`config.mk`:
```
export PLATFORM = sky130hd
export DESIGN_NAME = mvu_agen_flat
export DESIGN_NICKNAME = d
export VERILOG_FILES = /design/src/rtl/mvu_pkg.sv /design/src/rtl/mvu_agen_if.sv /design/src/rtl/mvu_agen_loopctr.sv /design/src/rtl/mvu_agen.sv /design/src/flat_wrapper.sv
export SDC_FILE = /design/constraint.sdc
export NUM_CORES = 1
export LEC_CHECK = 0
export CORE_ASPECT_RATIO = 0.9
export CORE_MARGIN = 2
export CORE_UTILIZATION = 55
export DETAILED_ROUTE_END_ITERATION = 7
export PLACE_DENSITY = 0.85
export REMOVE_ABC_BUFFERS = 1
export SLEW_MARGIN = 10
export SYNTH_ARGS = -nofsm -noshare
export SYNTH_HDL_FRONTEND = slang
export SYNTH_HIERARCHICAL = 1
export SYNTH_SLANG_ARGS = --single-unit
```
`constraint.sdc`:
```
create_clock -name clk -period 5.6 [get_ports clk]
set_clock_uncertainty 0.15 [all_clocks]
set_input_delay 0.56 -clock clk [delete_from_list [all_inputs] [get_ports clk]]
set_output_delay 0.56 -clock clk [all_outputs]
set_load 0.1 [all_outputs]
```
`src/rtl/mvu_pkg.sv`:
```
`default_nettype none
// ============================================================================
// Module   : mvu_pkg
// Brief    : Shared MVU widths plus address-generator types.
// Revision : 1.0
// ============================================================================
package mvu_pkg;

  localparam int BDBANKA = 15;
  localparam int BWBANKA = 15;
  localparam int BJUMP   = 15;
  localparam int BLENGTH = 15;
  localparam int BCNTDWN = 29;
  localparam int NJUMPS  = 5;

  typedef logic [NJUMPS-1:0]       agen_z_t;
  typedef logic [NJUMPS*BJUMP-1:0] agen_jump_t;
  typedef logic [4*BLENGTH-1:0]    agen_len_t;

  typedef enum logic [0:0] {
    IDLE = 1'b0,
    RUN  = 1'b1
  } agen_state_t;

endpackage
`default_nettype wire

```
`src/rtl/mvu_agen_if.sv`:
```
`default_nettype none
// ============================================================================
// Module   : mvu_agen_if
// Brief    : Config/stream bundle for one MVU address generator.
//            Optional MVU_AGEN_STALL_EN adds the stall input.
// Revision : 1.0
// ============================================================================
interface mvu_agen_if #(
  parameter int BADDR   = mvu_pkg::BDBANKA,
  parameter int BJUMP   = mvu_pkg::BJUMP,
  parameter int BLENGTH = mvu_pkg::BLENGTH,
  parameter int BCNTDWN = mvu_pkg::BCNTDWN,
  parameter int NJUMPS  = mvu_pkg::NJUMPS
);
  logic                      start;
  logic [BCNTDWN-1:0]        countdown;
  logic [BADDR-1:0]          base_addr;
  logic [NJUMPS*BJUMP-1:0]   jump;
  logic [4*BLENGTH-1:0]      length;
`ifdef MVU_AGEN_STALL_EN
  logic                      stall;
`endif
  logic                      busy;
  logic [BADDR-1:0]          addr_out;
  logic                      addr_valid;
  logic [NJUMPS-1:0]         z_out;
  logic                      done;

  modport master (
`ifdef MVU_AGEN_STALL_EN
    output stall,
`endif
    output start, countdown, base_addr, jump, length,
    input  busy, addr_out, addr_valid, z_out, done
  );

  modport slave (
`ifdef MVU_AGEN_STALL_EN
    input  stall,
`endif
    input  start, countdown, base_addr, jump, length,
    output busy, addr_out, addr_valid, z_out, done
  );
endinterface
`default_nettype wire

```
`src/rtl/mvu_agen_loopctr.sv`:
```
`default_nettype none
// ============================================================================
// Module   : mvu_agen_loopctr
// Brief    : One loop-level counter; keeps its own reload length.
// Revision : 1.0
// ============================================================================
module mvu_agen_loopctr #(
  parameter int BLENGTH = mvu_pkg::BLENGTH
) (
  input  wire logic               clk,
  input  wire logic               rst,
  input  wire logic               start,
  input  wire logic [BLENGTH-1:0] length,
  input  wire logic               reload,
  input  wire logic               dec,
  output logic                    zero
);
  logic [BLENGTH-1:0] r_len;
  logic [BLENGTH-1:0] r_cnt;

  always_ff @(posedge clk or posedge rst) begin
    if (rst) begin
      r_len <= '0;
      r_cnt <= '0;
    end else if (start) begin
      r_len <= length;
      r_cnt <= length;
    end else if (reload) begin
      r_cnt <= r_len;
    end else if (dec) begin
      r_cnt <= r_cnt - BLENGTH'(1);
    end
  end

  assign zero = (r_cnt == '0);
endmodule
`default_nettype wire

```
`src/rtl/mvu_agen.sv`:
```
`default_nettype none
// ============================================================================
// Module   : mvu_agen
// Brief    : Nested-loop address generator for one MVU memory stream.
//            Optional MVU_AGEN_STALL_EN: stall input holds the stream in RUN.
// Revision : 1.0
// ============================================================================
module mvu_agen #(
  parameter int BADDR   = mvu_pkg::BDBANKA,
  parameter int BJUMP   = mvu_pkg::BJUMP,
  parameter int BLENGTH = mvu_pkg::BLENGTH,
  parameter int BCNTDWN = mvu_pkg::BCNTDWN,
  parameter int NJUMPS  = mvu_pkg::NJUMPS
) (
  input  wire logic  clk,
  input  wire logic  rst,
  mvu_agen_if.slave  bus
);
  import mvu_pkg::*;

  agen_state_t               r_state, w_state_nxt;
  logic [BADDR-1:0]          r_addr;
  agen_z_t                   r_z;
  logic                      r_valid;
  logic                      r_done;
  logic [BCNTDWN-1:0]        r_remain;
  logic [NJUMPS*BJUMP-1:0]   r_jump;

  logic                      w_stall;
  logic                      w_accept, w_idle_zero, w_hold, w_finish, w_adv;
  logic [3:0]                w_zero;
  logic [2:0]                w_sel;
  logic signed [BJUMP-1:0]   w_jsel;
  logic [BADDR-1:0]          w_inc;

`ifdef MVU_AGEN_STALL_EN
  assign w_stall = bus.stall;
`else
  assign w_stall = 1'b0;
`endif

  always_ff @(posedge clk or posedge rst) begin
    if (rst) r_state <= IDLE;
    else     r_state <= w_state_nxt;
  end

  always_comb begin
    w_state_nxt = r_state;
    w_accept    = 1'b0;
    w_idle_zero = 1'b0;
    w_hold      = 1'b0;
    w_finish    = 1'b0;
    w_adv       = 1'b0;
    case (r_state)
      IDLE: begin
        if (bus.start) begin
          if (bus.countdown != '0) begin
            w_accept    = 1'b1;
            w_state_nxt = RUN;
          end else begin
            w_idle_zero = 1'b1;
          end
        end
      end
      RUN: begin
        if (w_stall) begin
          w_hold = 1'b1;
        end else if (r_remain == '0) begin
          w_finish    = 1'b1;
          w_state_nxt = IDLE;
        end else begin
          w_adv = 1'b1;
        end
      end
      default: w_state_nxt = IDLE;
    endcase
  end

  // Lowest non-exhausted level wins; all exhausted falls through to jump4.
  always_comb begin
    w_sel = 3'd4;
    for (int k = 3; k >= 0; k--) begin
      if (!w_zero[k]) w_sel = 3'(k);
    end
  end

  assign w_jsel = r_jump[w_sel*BJUMP +: BJUMP];
  assign w_inc  = BADDR'(w_jsel);

  for (genvar k = 0; k < 4; k++) begin : g_ctr
    mvu_agen_loopctr #(.BLENGTH(BLENGTH)) u_ctr (
      .clk    (clk),
      .rst    (rst),
      .start  (w_accept),
      .length (bus.length[k*BLENGTH +: BLENGTH]),
      .reload (w_adv && (w_sel > 3'(k))),
      .dec    (w_adv && (w_sel == 3'(k))),
      .zero   (w_zero[k])
    );
  end

  always_ff @(posedge clk or posedge rst) begin
    if (rst) begin
      r_addr   <= '0;
      r_z      <= '0;
      r_valid  <= 1'b0;
      r_done   <= 1'b0;
      r_remain <= '0;
      r_jump   <= '0;
    end else begin
      r_done <= 1'b0;
      if (w_accept) begin
        r_addr   <= bus.base_addr;
        r_z      <= '0;
        r_valid  <= 1'b1;
        r_done   <= (bus.countdown == BCNTDWN'(1));
        r_remain <= bus.countdown - BCNTDWN'(1);
        r_jump   <= bus.jump;
      end else if (w_idle_zero) begin
        r_done <= 1'b1;
      end else if (w_hold) begin
        r_done <= r_done;
      end else if (w_finish) begin
        r_valid <= 1'b0;
      end else if (w_adv) begin
        r_addr   <= r_addr + w_inc;
        r_z      <= agen_z_t'(1) << w_sel;
        r_remain <= r_remain - BCNTDWN'(1);
        r_done   <= (r_remain == BCNTDWN'(1));
      end
    end
  end

  assign bus.busy       = (r_state == RUN);
  assign bus.addr_out   = r_addr;
  assign bus.addr_valid = r_valid;
  assign bus.z_out      = r_z;
  // A stalled last address is re-presented without its done pulse.
  assign bus.done       = r_done && !(w_stall && (r_state == RUN));
endmodule
`default_nettype wire

```
`src/flat_wrapper.sv`:
```
// flat-port wrapper written by rule: the top's interface ports become plain ports
module mvu_agen_flat import mvu_pkg::*;
#(
  parameter int BADDR   = mvu_pkg::BDBANKA,
  parameter int BJUMP   = mvu_pkg::BJUMP,
  parameter int BLENGTH = mvu_pkg::BLENGTH,
  parameter int BCNTDWN = mvu_pkg::BCNTDWN,
  parameter int NJUMPS  = mvu_pkg::NJUMPS
)
  (clk, rst, bus_start, bus_countdown, bus_base_addr, bus_jump, bus_length, bus_busy, bus_addr_out, bus_addr_valid, bus_z_out, bus_done);
  mvu_agen_if #(.BADDR(BADDR), .BJUMP(BJUMP), .BLENGTH(BLENGTH), .BCNTDWN(BCNTDWN), .NJUMPS(NJUMPS)) bus_i ();
  input  wire logic clk;
  input  wire logic rst;
  input wire logic [$bits(bus_i.start)-1:0] bus_start;
  input wire logic [$bits(bus_i.countdown)-1:0] bus_countdown;
  input wire logic [$bits(bus_i.base_addr)-1:0] bus_base_addr;
  input wire logic [$bits(bus_i.jump)-1:0] bus_jump;
  input wire logic [$bits(bus_i.length)-1:0] bus_length;
  output wire logic [$bits(bus_i.busy)-1:0] bus_busy;
  output wire logic [$bits(bus_i.addr_out)-1:0] bus_addr_out;
  output wire logic [$bits(bus_i.addr_valid)-1:0] bus_addr_valid;
  output wire logic [$bits(bus_i.z_out)-1:0] bus_z_out;
  output wire logic [$bits(bus_i.done)-1:0] bus_done;
  assign bus_i.start = bus_start;
  assign bus_i.countdown = bus_countdown;
  assign bus_i.base_addr = bus_base_addr;
  assign bus_i.jump = bus_jump;
  assign bus_i.length = bus_length;
  assign bus_busy = bus_i.busy;
  assign bus_addr_out = bus_i.addr_out;
  assign bus_addr_valid = bus_i.addr_valid;
  assign bus_z_out = bus_i.z_out;
  assign bus_done = bus_i.done;
  mvu_agen #(.BADDR(BADDR), .BJUMP(BJUMP), .BLENGTH(BLENGTH), .BCNTDWN(BCNTDWN), .NJUMPS(NJUMPS)) u_core (.clk(clk), .rst(rst), .bus(bus_i));
endmodule
```
== After elaboration in Yosys (flattened, before gate mapping) ==
Index checks and enable logic that the tools add are counted.
Operators by class
  add/sub/neg operators: 7
  multiply operators: 1
  magnitude comparators: 4
  equal/unequal tests: 7
  shifts and indexed selects: 2
  multiplexer cells: 46
  bitwise operators: 1
  reductions and logical operators: 23
Operators by type and width (number)
  two-way mux 15 bit: 16
  two-way mux 29 bit: 4
  variable part select 75 x 8 -> 15 bit: 1
  logical NOT 15 bit: 4
  subtractor 15 x 1 -> 15 bit, second input constant: 4
  == test 29 x 1 -> 1 bit, second input constant: 2
  subtractor 29 x 1 -> 29 bit, second input constant: 2
  logical NOT 29 bit: 1
  nonzero test 29 bit: 1
  two-way mux 5 bit: 4
  two-way mux 1 bit: 17
  adder 15 bit: 1
  two-way mux 3 bit: 4
  nonzero test 3 bit: 4
  logical AND 1 bit: 8
  multiplier 3 x 4 -> 7 bit, second input constant: 1
  == test 3 x 2 -> 1 bit, second input constant: 2
  > comparator 3 x 1 -> 1 bit, second input constant: 2
  > comparator 3 x 2 -> 1 bit, second input constant: 2
  left shift 1 x 3 -> 5 bit, first input constant: 1
  != test 2 bit, second input constant: 2
  nonzero test 2 bit: 2
  == test 3 x 1 -> 1 bit, second input constant: 1
  logical NOT 3 bit: 1
  other kinds (4): 4
Storage, ports and cells
  bits in registers: 247
  bits of input ports: 182
  output and inout port bits: 23
  word-level logic and storage cells: 106

== Longest topological paths before layout ==
Gate-level depths: netlist of run 1.
  depth after elaboration: 12
  mapped depth: 20
  depth with buffers taken out: 18

== By module ==
Netlist of run 1, hierarchy kept.
Modules (own cells, without submodules)
  mvu_agen: instances 1, cells an instance 876, area each 7225.7 um2, seq. area each 3178.0 um2
  mvu_agen_loopctr: instances 4, cells an instance 175, area each 1730.4 um2, seq. area each 750.7 um2

== Least setup slack after synthesis of run 1 ==
Ideal clock, no wire load.
  path type: register -> register
  start: register u_core.g_ctr[0].u_ctr.r_cnt[0]
  end: register u_core.r_addr[14], in the netlist u_core/bus.addr_out[14]
  library setup time: 83 ps
  arrival: 4786 ps
  data required time: 5367 ps
  path slack: 581 ps
  cell stages (with the launch flop): 20
  path buffers: 2
  period minus slack after synthesis: 5019 ps
  cells stage by stage: dfrtp_1 > inv_1 > ha_1 > nor3b_4 > nand4_1 > nor4_1 > clkinv_1 > or3_1 > clkbuf_1 > clkbuf_1 > o22ai_1 > o21ai_0 > fa_1 > a211oi_1 > nor2_1 > a221oi_1 > o311a_1 > xnor2_1 > or3_1 > a31oi_1
Between the ends
  cells in the longest elaborated chain, start to end: 9
RTL lines
  from (decl): RTL line mvu_agen_loopctr.sv:19  | logic [BLENGTH-1:0] r_cnt;
  from (signal assigned): RTL line mvu_agen_loopctr.sv:27  | r_cnt <= length;
  from (signal assigned): RTL line mvu_agen_loopctr.sv:29  | r_cnt <= r_len;
  from (signal assigned): RTL line mvu_agen_loopctr.sv:31  | r_cnt <= r_cnt - BLENGTH'(1);
  logical NOT 15 bit: RTL line mvu_agen_loopctr.sv:35  | assign zero = (r_cnt == '0);
  net u_core.w_zero[0]: RTL line mvu_agen.sv:31  | logic [3:0] w_zero;
  two-way mux 3 bit: RTL line mvu_agen.sv:83  | if (!w_zero[k]) w_sel = 3'(k);
  multiplier 3 x 4 -> 7 bit: RTL line mvu_agen.sv:87  | assign w_jsel = r_jump[w_sel*BJUMP +: BJUMP];
  variable part select 75 x 8 -> 15 bit: RTL line mvu_agen.sv:87
  adder 15 bit: RTL line mvu_agen.sv:126  | r_addr <= r_addr + w_inc;
  two-way mux 15 bit: RTL line mvu_agen.sv:125  | end else if (w_adv) begin
  two-way mux 15 bit: RTL line mvu_agen.sv:123  | end else if (w_finish) begin
  two-way mux 15 bit: RTL line mvu_agen.sv:119  | end else if (w_idle_zero) begin
  two-way mux 15 bit: RTL line mvu_agen.sv:112  | if (w_accept) begin
  to (signal assigned): RTL line mvu_agen.sv:113  | r_addr <= bus.base_addr;
  to (signal assigned): RTL line mvu_agen.sv:126
  to (decl): RTL line mvu_agen.sv:22  | logic [BADDR-1:0] r_addr;
The timed path passes the listed nets, and every way through them passes these cells. The select of a mux whose other input is x is not followed.
A chain may end at the register's enable or synchronous reset.

== Worst setup path after layout of run 1 ==
  start: register u_core.g_ctr[1].u_ctr.r_cnt[0]
  end: register u_core.r_addr[14], in the netlist u_core/bus.addr_out[14]
Between the ends
  cells in the longest elaborated chain, start to end: 10
RTL lines (RTL line)
  from (decl): mvu_agen_loopctr.sv:19
  from (signal assigned): mvu_agen_loopctr.sv:27
  from (signal assigned): mvu_agen_loopctr.sv:29
  from (signal assigned): mvu_agen_loopctr.sv:31
  logical NOT 15 bit: mvu_agen_loopctr.sv:35
  net u_core.w_zero[1]: mvu_agen.sv:31
  two-way mux 3 bit (2 in series): mvu_agen.sv:83
  multiplier 3 x 4 -> 7 bit: mvu_agen.sv:87
  variable part select 75 x 8 -> 15 bit: mvu_agen.sv:87
  adder 15 bit: mvu_agen.sv:126
  two-way mux 15 bit: mvu_agen.sv:125
  two-way mux 15 bit: mvu_agen.sv:123
  two-way mux 15 bit: mvu_agen.sv:119
  two-way mux 15 bit: mvu_agen.sv:112
The timed path passes the listed nets, and every way through them passes these cells. The select of a mux whose other input is x is not followed.

==> results.sh, run 1 <==
export IMPL_crit_path_end_kind="flip-flop"
export IMPL_dp_cells=2059
export IMPL_critPathLaunchType="flip-flop"
export IMPL_synth_edff_count=0
export IMPL_synth_flop_cell="dfrtp_1"
export IMPL_worst_pin_slew_ps=1089
export IMPL_rows=55
export IMPL_insertion_delay_ps=530
export IMPL_p_per_area_nw_per_um2=436.0
export IMPL_max_freq_ghz=0.1916
export IMPL_critPathMaxFanout=11
export IMPL_grt_max_degree=103
export IMPL_irDropWorstVdd_v=0.0002588
export IMPL_ys_ff_latch=247
export IMPL_yosysWarnings=6
export IMPL_drv_slew=0
export IMPL_cap_viol_max_count=0
export IMPL_leakage_nw=7.565
export IMPL_slowest_delay_ps=550
export IMPL_dr_pass1_iters=5
export IMPL_synth_seq_area_share_pct=43.69
export IMPL_synth_cell_types=75
export IMPL_r2r_setup_slack_ps=380
export IMPL_core_area_um2=25190
export IMPL_placedInstanceArea_um2=16490
export IMPL_htree_levels=1
export IMPL_final_cell_area_um2=17380
export IMPL_drcViolationCount=0
export IMPL_synth_avg_cell_area_um2=8.977
export IMPL_setup_viol=0
export IMPL_start_util_pct=56.17
export IMPL_drt_iter0_drc=849
export IMPL_path_buf_inv=3
export IMPL_cts_buffer_depth=3
export IMPL_critPathKind="reg2reg"
export IMPL_cts_sinks=247
export IMPL_die_w_um=173.1
export IMPL_wl_um=37620
export IMPL_cp_top_family="simple AND/OR/NAND/NOR gates"
export IMPL_cts_hold_buf=0
export IMPL_antenna_left=0
export IMPL_status="completed"
export IMPL_hold_class="reg2reg"
export IMPL_num_io_pins=205
export IMPL_first_global_vias=12310
export IMPL_async_reset_ff_share_pct=100.0
export IMPL_required_ps=5900
export IMPL_die_y_um=156.2
export IMPL_wl_per_cell_um=17.86
export IMPL_rsz0062_at_grt="false"
export IMPL_holdWs_ps=324.5
export IMPL_vias=12390
export IMPL_synthCells=1576
export IMPL_grt_pass1_wl_um=61770
export IMPL_final_cells=2106
export IMPL_crit_chain="inv_1, ha_1, nor3b_4, nand4_1, nor4_1, buf_4, inv_1, or3_1, o22ai_1, o21ai_0, ha_1, fa_1, a211oi_1, nor2_1, a221oi_2, o311a_1, xnor2_1, or3_1, a31oi_1"
export IMPL_finalCritPeriodShare_pct=93.20
export IMPL_postCtsSetupBuffers=0
export IMPL_dp_slack_ps=294.5
export IMPL_cp_slowest_cell="or3_1"
export IMPL_fin_crit_ps=5219
export IMPL_area_delta_synth_final_pct=22.87
export IMPL_place_congestion=0.9240
export IMPL_tritoncts="built"
export IMPL_grtUsageTotal_pct=27.67
export IMPL_antenna_found_initial=2
export IMPL_hold_viol=0
export IMPL_slew_headroom_pct=26.92
export IMPL_grt_ovfl_total=0
export IMPL_cts_repair_resized=0
export IMPL_vias_per_cell=5.883
export IMPL_final_util_pct=69.02
export IMPL_cp_data_arrival_time_ps=5510
export IMPL_cts_buffers=26
export IMPL_drive_above_1_share_pct=7.260
export IMPL_finalWorstSetupSlack_ps=380.6
export IMPL_nets=1952
export IMPL_port_buffers=204
export IMPL_clockRootBuffer="clkbuf_16"
export IMPL_syn_cell_area_um2=14150
export IMPL_clkSlewWorstSetupHoldPaths_ps=60
export IMPL_dieArea_um2=27020
export IMPL_hpwl_um=26760
logic make-up (layout without fill, tap and decap cells):
logic type	after synthesis	after routing	synth area share [%]
simple gates	629	629	22.13
xor+xnor	78	78	4.829
compound gates	380	380	17.71
mux	65	65	4.988
other cells	0	1	0
buf+inv	152	339	4.387
flops	247	247	43.69
fa+ha+maj	25	25	2.264
placed cells by master (no fill, tap or decap), types with 12 or more instances in the layout:
master / count
xor2_1: 26
mux2_1: 40
o21a_1: 12
clkdlybuf4s50_1: 204
nor2_1: 91
xnor2_1: 52
a211oi_1: 21
dfrtp_1: 247
buf_4: 27
nand2b_1: 34
nand4_1: 20
nor3_1: 44
a21oi_1: 96
nand2_1: 312
o22ai_1: 14
a31oi_1: 27
and3_1: 19
o21ai_1: 30
ha_1: 24
clkbuf_16: 27
a2bb2oi_1: 12
inv_1: 52
o21ai_0: 66
nor2b_1: 13
a22oi_1: 14
a22o_1: 12
mux2i_1: 21
final cells by class:
class	instances	area [um2]
Sequential cell	247	6181
Multi-Input combinational cell	1177	7382
Clock buffer	36	779.5
Inverter	61	239.0
Clock inverter	10	106.4
Timing Repair Buffer	232	2265
Tap cell	342	427.9
Fill cell	1925	7804
Antenna cell	1	2.502
path summary, 6_finish.rpt:
path / to / cells past startpoint / from
worst max-delay path: u_core/bus.addr_out[14] / 19 / u_core/g_ctr[1].u_ctr/r_cnt[0]
worst min-delay path: u_core/r_jump[9] / 2 / u_core/r_jump[9]
worst max register to register: u_core/bus.addr_out[14] / 19 / u_core/g_ctr[1].u_ctr/r_cnt[0]
worst min register to register: u_core/r_jump[9] / 2 / u_core/r_jump[9]
max in group asynchronous: u_core/r_jump[48] / 3 / rst
min in group asynchronous: u_core/bus.z_out[2] / 2 / rst
layer usage:
| layer | up-vias | wire length, um | global-route usage [%] |
|---|---|---|---|
| li1 | 5883 | - | - |
| met1 | 5978 | 15760 | 35.48 |
| met2 | 440 | 18010 | 47.37 |
| met3 | 86 | 2638 | 5.507 |
| met4 | 2 | 1191 | 8.999 |
| met5 | - | 16 | 0 |
synth_stat cells (all sizes together) (21+ instances only):
cell    count  area share, %
nand2b     34            1.5
nor3       46            1.6
buf        46            1.6
nand2     313            8.3
nor2       95            2.6
mux2i      21            1.5
a31oi      27            1.2
a211oi     21            1.1
nor4       23            2.0
a21oi      96            3.4
clkbuf     45            1.2
xor2       26            1.6
ha         24            2.1
inv        60            1.6
xnor2      52            3.2
mux2       44            3.5
dfrtp     247             44
o21ai      96            3.4
state kept, by name (all words and copies together) (netlist names), 5 cells and up:
name and count:
u_core/r_jump 75, u_core/g_ctr.u_ctr/r_len 60, u_core/bus.z_out 5, u_core/bus.addr_out 15
u_core/g_ctr.u_ctr/r_cnt 60, u_core/r_remain 29
worst min-delay path, cell delays in order (launching register included):
cell	delay [ps]
dfrtp_1	340
nand2_1	50
nand2_1	50
per-stage QoR:
step / setup TNS [ps] / power (mW)
2_1_floorplan: -844360 / 4.966
3_3_place_gp: 0 / 5.639
3_5_place_dp: 0 / 5.765
4_1_cts: 0 / 7.577
5_1_grt: 0 / 8.026
6_report: 0 / 7.578
power by group:
| part | internal [mW] | switching (mW) |
|---|---|---|
| clock | 1.06 | 0.726 |
| sequential | 2.42 | 0.612 |
| combinational | 1.15 | 1.62 |
(Power assumes the default switching activity.)
==> inputs of run 2 (changes only) <==
- DONT_BUFFER_PORTS: not set -> 1
- PLACE_DENSITY: 0.85 -> not set
- PLACE_DENSITY_LB_ADDON: not set -> 0.1
==> run 2 against run 1 <==
Net effect: power fell by 2.3%; die area did not move; sequential power rose by 13%; critical endpoint unchanged; maximum frequency rose by 2.3%; sequential share of layout area rose by 1.8 points; utilization fell by 3.4 points; cell area fell by 4.9%; combinational power fell by 24%.
==> results.sh, run 2 (synthesis gave the netlist of run 1 again) <==
export IMPL_drcViolationCount=0
export IMPL_rows=55
export IMPL_drive_above_1_share_pct=7.862
export IMPL_drv_slew=0
export IMPL_grt_pass1_wl_um=58550
export IMPL_first_global_vias=11450
export IMPL_dieArea_um2=27020
export IMPL_final_cells=2022
export IMPL_critPathLaunchType="flip-flop"
export IMPL_endpoint="u_core/bus.addr_out[14]"
export IMPL_hpwl_um=24490
export IMPL_placedInstanceArea_um2=14440
export IMPL_dp_cells=1856
export IMPL_finalWorstSetupSlack_ps=496.3
export IMPL_postCtsSetupBuffers=0
export IMPL_drt_iter0_drc=710
export IMPL_critPathKind="reg2reg"
export IMPL_grt_ovfl_total=0
export IMPL_wl_um=36000
export IMPL_fin_crit_ps=5104
export IMPL_final_cell_mix="312 x nand2_1, 247 x dfrtp_1, 115 x dlygate4sd3_1"
export IMPL_status="completed"
export IMPL_grtUsageTotal_pct=26.52
export IMPL_area_delta_synth_final_pct=16.87
export IMPL_rr_endpoint="u_core/bus.addr_out[14]"
export IMPL_port_buffers=0
export IMPL_cts_buffers=27
export IMPL_place_congestion=0.8750
export IMPL_rsz0062_at_grt="false"
export IMPL_htree_levels=1
export IMPL_slew_headroom_pct=25.70
export IMPL_reg2reg_depth=18
export IMPL_r2r_setup_slack_ps=500
export IMPL_die_w_um=173.1
export IMPL_irDropWorstVdd_v=0.0003712
export IMPL_largest_register="u_core/r_jump"
export IMPL_antenna_left=0
export IMPL_largest_registers="u_core/r_jump (75), u_core/g_ctr.u_ctr/r_cnt (60), u_core/g_ctr.u_ctr/r_len (60)"
export IMPL_clockRootBuffer="clkbuf_16"
export IMPL_cap_viol_max_count=0
export IMPL_register_area_um2=6181
export IMPL_p_per_area_nw_per_um2=447.6
export IMPL_start_util_pct=56.17
export IMPL_clkSlewWorstSetupHoldPaths_ps=60
export IMPL_worst_pin_slew_ps=1114
export IMPL_critPathMaxFanout=6
export IMPL_r2r_start="u_core/g_ctr[3].u_ctr/r_cnt[0]"
export IMPL_largest_reg_flops=75
export IMPL_cts_sinks=247
export IMPL_tritoncts="built"
export IMPL_dp_slack_ps=378.6
export IMPL_layout_commonest_cell="nand2_1"
export IMPL_vias_per_cell=5.854
export IMPL_dr_pass1_iters=6
export IMPL_antenna_found_initial=1
export IMPL_crit_path_end_kind="flip-flop"
export IMPL_setup_viol=0
export IMPL_final_cell_area_um2=16530
export IMPL_vias=11840
export IMPL_finalCritPeriodShare_pct=91.14
export IMPL_die_y_um=156.2
export IMPL_required_ps=5920
export IMPL_leakage_nw=7.251
export IMPL_power_total_mw=7.400
export IMPL_nets=1865
export IMPL_insertion_delay_ps=540
export IMPL_num_io_pins=205
export IMPL_cp_data_arrival_time_ps=5420
export IMPL_wl_per_cell_um=17.80
export IMPL_hold_class="in2reg"
export IMPL_hold_viol=0
export IMPL_fillers=2089
export IMPL_core_area_um2=25190
export IMPL_max_freq_ghz=0.1959
export IMPL_crit_path_start="u_core/g_ctr[3].u_ctr/r_cnt[0]"
export IMPL_cts_buffer_depth=3
export IMPL_multi_input_area_um2=7382
export IMPL_grt_max_degree=85
[run 2: cell count changes in the layout (fill, tap and decap cells not counted), moves of 2 or more]
cell | previous run | this run
buf_4 | 27 | 29
clkdlybuf4s50_1 | 204 | 0
dlygate4sd3_1 | 0 | 115
bufinv_16 | 2 | 4
clkbuf_8 | 7 | 1
clkinvlp_4 | 1 | 7
inv_6 | 0 | 3
inv_1 | 52 | 54
[run 2: worst min path at each step]
stage	from	slack, ps	to	cells past startpoint
6_report	bus_jump[54]	10	u_core/r_jump[54]	2
5_1_grt	bus_jump[54]	6	u_core/r_jump[54]	2
4_1_cts	bus_length[44]	0.7	u_core/g_ctr[2].u_ctr/r_cnt[14]	2
3_5_place_dp	rst	310	u_core/g_ctr[2].u_ctr/r_len[14]	1
3_3_place_gp	rst	310	u_core/g_ctr[2].u_ctr/r_len[14]	1
2_1_floorplan	u_core/r_jump[29]	290	u_core/r_jump[29]	2
[run 2: area by class of cell]
type	count	share of cell area, %
Sequential cell	247	37.38
Tap cell	342	2.588
Inverter	61	1.461
Timing Repair Buffer	144	8.279
Clock inverter	20	1.408
Multi-Input combinational cell	1177	44.65
Antenna cell	1	0.01514
Clock buffer	30	4.215
[run 2: timing repair]
item                                    CTS  global route
hold endpoints to repair                276             1
endpoints found under the setup margin    0             1
resized for setup                         0             1
hold buffers                            114             1
[run 2: routing by layer]
layer	vias to the layer above	GRT usage, %	wire length, um
li1	5703	-	-
met1	5720	36.79	16200
met2	346	42.88	16660
met3	67	4.825	2134
met4	0	7.627	1006
met5	-	0	0
[run 2: where the power goes]
group	internal (mW)	switching (mW)	leakage, nW
logic	1.00	1.11	3.78
clock network	1.09	0.771	0.437
registers	2.40	1.03	3.03
[run 2: through the flow]
step	TNS [ps]	hold slack (ps)	util, %
floorplan	-844360	290.4	-
global placement	0	307.2	57.35
detailed placement	0	312.3	57.35
CTS	0	0.7085	65.57
global route	0	5.831	65.64
finish	0	13.35	65.64
[run 2: worst max-delay path, stage by stage, from the launching register on]
cell and delay (ps):
dfrtp_1 430, inv_1 80, ha_1 160, nor3b_4 290, nand4_1 270, nor4_2 410, nand3_1 230, and2_0 390
o22ai_1 230, o21ai_0 110, ha_1 220, fa_1 430, a211oi_1 330, nor2_1 140, a221oi_2 360, o311a_1 240
xnor2_1 80, or3_1 310, a31oi_1 160
==> inputs of run 3 (changes only) <==
- CORE_UTILIZATION: 55 -> 40
- CTS_BUF_LIST: not set -> sky130_fd_sc_hd__clkbuf_8 sky130_fd_sc_hd__clkbuf_16
- HOLD_SLACK_MARGIN: not set -> 0.12
==> run 3 against run 2 <==
Net effect: critical path depth unchanged; first-iteration DRC count down 3.9%; global-route usage down 4.8 points; power down 0.35%; maximum frequency down 1.8%; setup slack worse by 92 ps; register-to-register slack worse by 90 ps; die area up 37%; routed wire length up 12%; via count up 0.36%; hold slack better by 130 ps; sequential power about the same.
==> results.sh, run 3 (synthesis gave the netlist of run 1 again) <==
export IMPL_clockRootBuffer="clkbuf_16"
export IMPL_dr_pass1_iters=5
export IMPL_fin_crit_ps=5196
export IMPL_worst_pin_slew_ps=1066
export IMPL_cts_buffer_depth=3
export IMPL_critPathMaxFanout=6
export IMPL_largest_registers="u_core/r_jump (75), u_core/g_ctr.u_ctr/r_cnt (60), u_core/g_ctr.u_ctr/r_len (60)"
export IMPL_start_util_pct=40.45
export IMPL_drcViolationCount=0
export IMPL_largest_reg_flops=75
export IMPL_hpwl_um=27560
export IMPL_rsz0062_at_grt="false"
export IMPL_crit_path_end_kind="flip-flop"
export IMPL_r2r_setup_slack_ps=400
export IMPL_die_y_um=182.4
export IMPL_whs_path_depth=2
export IMPL_cp_slowest_cell="or3_1"
export IMPL_port_buffers=0
export IMPL_core_area_um2=34970
export IMPL_num_io_pins=205
export IMPL_largest_register="u_core/r_jump"
export IMPL_final_util_pct=49.42
export IMPL_fillers=3373
export IMPL_dp_cells=1986
export IMPL_rows=65
export IMPL_drive_above_1_share_pct=7.290
export IMPL_clkSlewWorstSetupHoldPaths_ps=60
export IMPL_dp_slack_ps=64.23
export IMPL_place_congestion=0.8457
export IMPL_cp_data_arrival_time_ps=5530
export IMPL_critPathKind="reg2reg"
export IMPL_insertion_delay_ps=560
export IMPL_critPathLaunchType="flip-flop"
export IMPL_drv_slew=0
export IMPL_wl_um=40350
export IMPL_cts_sinks=247
export IMPL_grt_max_degree=111
export IMPL_die_w_um=202.2
export IMPL_nets=1931
export IMPL_layout_commonest_cell="nand2_1"
export IMPL_antenna_left=0
export IMPL_drt_iter0_drc=682
export IMPL_status="completed"
export IMPL_slowest_delay_ps=520
export IMPL_hold_end="u_core/g_ctr[0].u_ctr/r_cnt[7]"
export IMPL_first_global_vias=11840
export IMPL_hold_class="in2reg"
export IMPL_finalWorstSetupSlack_ps=404.4
export IMPL_r2r_start="u_core/g_ctr[0].u_ctr/r_cnt[0]"
export IMPL_share_comb_of_total_power_pct=29.2
export IMPL_switchingPower_mw=2.924
export IMPL_tritoncts="built"
export IMPL_finalCritPeriodShare_pct=92.78
export IMPL_cp_top_family="simple AND/OR/NAND/NOR gates"
export IMPL_dieArea_um2=36890
export IMPL_cap_viol_max_count=0
export IMPL_vias=11880
export IMPL_irDropWorstVdd_v=0.0002334
export IMPL_power_total_mw=7.375
export IMPL_seq_power_share_pct=46.7
export IMPL_cts_buffers=29
export IMPL_antenna_found_initial=6
export IMPL_path_buf_inv=2
export IMPL_wl_per_cell_um=18.21
export IMPL_final_cells=2215
export IMPL_switching_share_pct=39.65
export IMPL_hold_viol=0
export IMPL_worstHoldStart="bus_length[7]"
export IMPL_max_freq_ghz=0.1925
export IMPL_rr_endpoint="u_core/bus.addr_out[14]"
export IMPL_setup_viol=0
export IMPL_required_ps=5940
export IMPL_crit_chain="inv_1, ha_1, nor3b_4, nand4_1, nor4_2, clkinv_1, or3_1, o22ai_1, o21ai_0, ha_1, fa_1, a211oi_1, nor2_1, a221oi_2, o311a_1, xnor2_1, or3_1, a31oi_1"
export IMPL_htree_levels=1
export IMPL_clkPwrFrac_pct=24.1
export IMPL_final_cell_mix="312 x nand2_1, 247 x dfrtp_1, 176 x dlygate4sd3_1"
export IMPL_finalSetupTns_ps=0
export IMPL_reg2reg_depth=18
export IMPL_vias_per_cell=5.363
export IMPL_grtUsageTotal_pct=21.76
export IMPL_slew_headroom_pct=28.90
export IMPL_grt_ovfl_total=0
export IMPL_p_per_area_nw_per_um2=426.7
export IMPL_area_delta_synth_final_pct=22.15
export IMPL_leakage_nw=7.556
export IMPL_p_int_mw=4.450
export IMPL_grt_pass1_wl_um=65120
-- run 3: timing repair --
item	in CTS	in global routing
setup buffers	0	0
resized for setup	0	3
endpoints found under the hold margin	402	0
hold buffers	176	0
endpoints found under the setup margin	0	3
-- run 3: per-layer routing --
metal | track usage [%] | wire (um)
met1 | 30.53 | 19010
met4 | 5.401 | 1002
met2 | 35.13 | 18660
met3 | 3.643 | 1648
met5 | 0 | 26
-- run 3: how the worst max path moves through the flow --
stage | from | endpoint | slack, ps | cells past startpoint
global route | u_core/g_ctr[1].u_ctr/r_cnt[0] | u_core/bus.addr_out[14] | 50 | 19
global placement | u_core/g_ctr[0].u_ctr/r_cnt[0] | u_core/bus.addr_out[14] | 240 | 18
CTS | u_core/g_ctr[0].u_ctr/r_cnt[0] | u_core/bus.addr_out[14] | 60 | 18
detailed placement | u_core/g_ctr[0].u_ctr/r_cnt[0] | u_core/bus.addr_out[14] | 60 | 18
finish | u_core/g_ctr[0].u_ctr/r_cnt[0] | u_core/bus.addr_out[14] | 400 | 18
floorplan | bus_countdown[1] | u_core/g_ctr[0].u_ctr/r_cnt[7] | -4610 | 11
-- run 3: worst register-to-register path, cell delays in order, from the launching register on --
cell and delay (ps):
dfrtp_1 440, inv_1 80, ha_1 160, nor3b_4 300
nand4_1 250, nor4_2 360, clkinv_1 180, or3_1 520
o22ai_1 180, o21ai_0 100, ha_1 230, fa_1 440
a211oi_1 410, nor2_1 150, a221oi_2 380, o311a_1 240
xnor2_1 90, or3_1 320, a31oi_1 170
-- run 3: area by class of cell --
| type | count | area (um2) | share of cell area, % |
|---|---|---|---|
| multi-input combinational | 1177 | 7388 | 42.75 |
| inverter | 61 | 241.5 | 1.397 |
| clock inverter | 17 | 105.1 | 0.6082 |
| tap | 469 | 586.8 | 3.396 |
| sequential | 247 | 6181 | 35.77 |
| clock buffer | 32 | 767.0 | 4.438 |
| timing repair buffer | 208 | 2002 | 11.58 |
| antenna | 4 | 10.01 | 0.05792 |
-- run 3: power by group through the flow --
| stage | Combinational (mW) | Clock [mW] | Sequential, mW |
|---|---|---|---|
| 2_1_floorplan | 1.68 | 0 | 3.29 |
| 3_3_place_gp | 2.00 | 0 | 3.45 |
| 3_5_place_dp | 2.03 | 0 | 3.46 |
| 4_1_cts | 2.15 | 1.84 | 3.44 |
| 5_1_grt | 2.45 | 1.91 | 3.53 |
| 6_report | 2.15 | 1.78 | 3.44 |
-- run 3: per-stage QoR --
| stage | hold slack [ps] | cell area [um2] |
|---|---|---|
| 2_1_floorplan | 290.4 | 13760 |
| 3_3_place_gp | 313.3 | 14630 |
| 3_5_place_dp | 311.7 | 14630 |
| 4_1_cts | 121.4 | 17260 |
| 5_1_grt | 141.0 | 17280 |
| 6_report | 145.3 | 17280 |
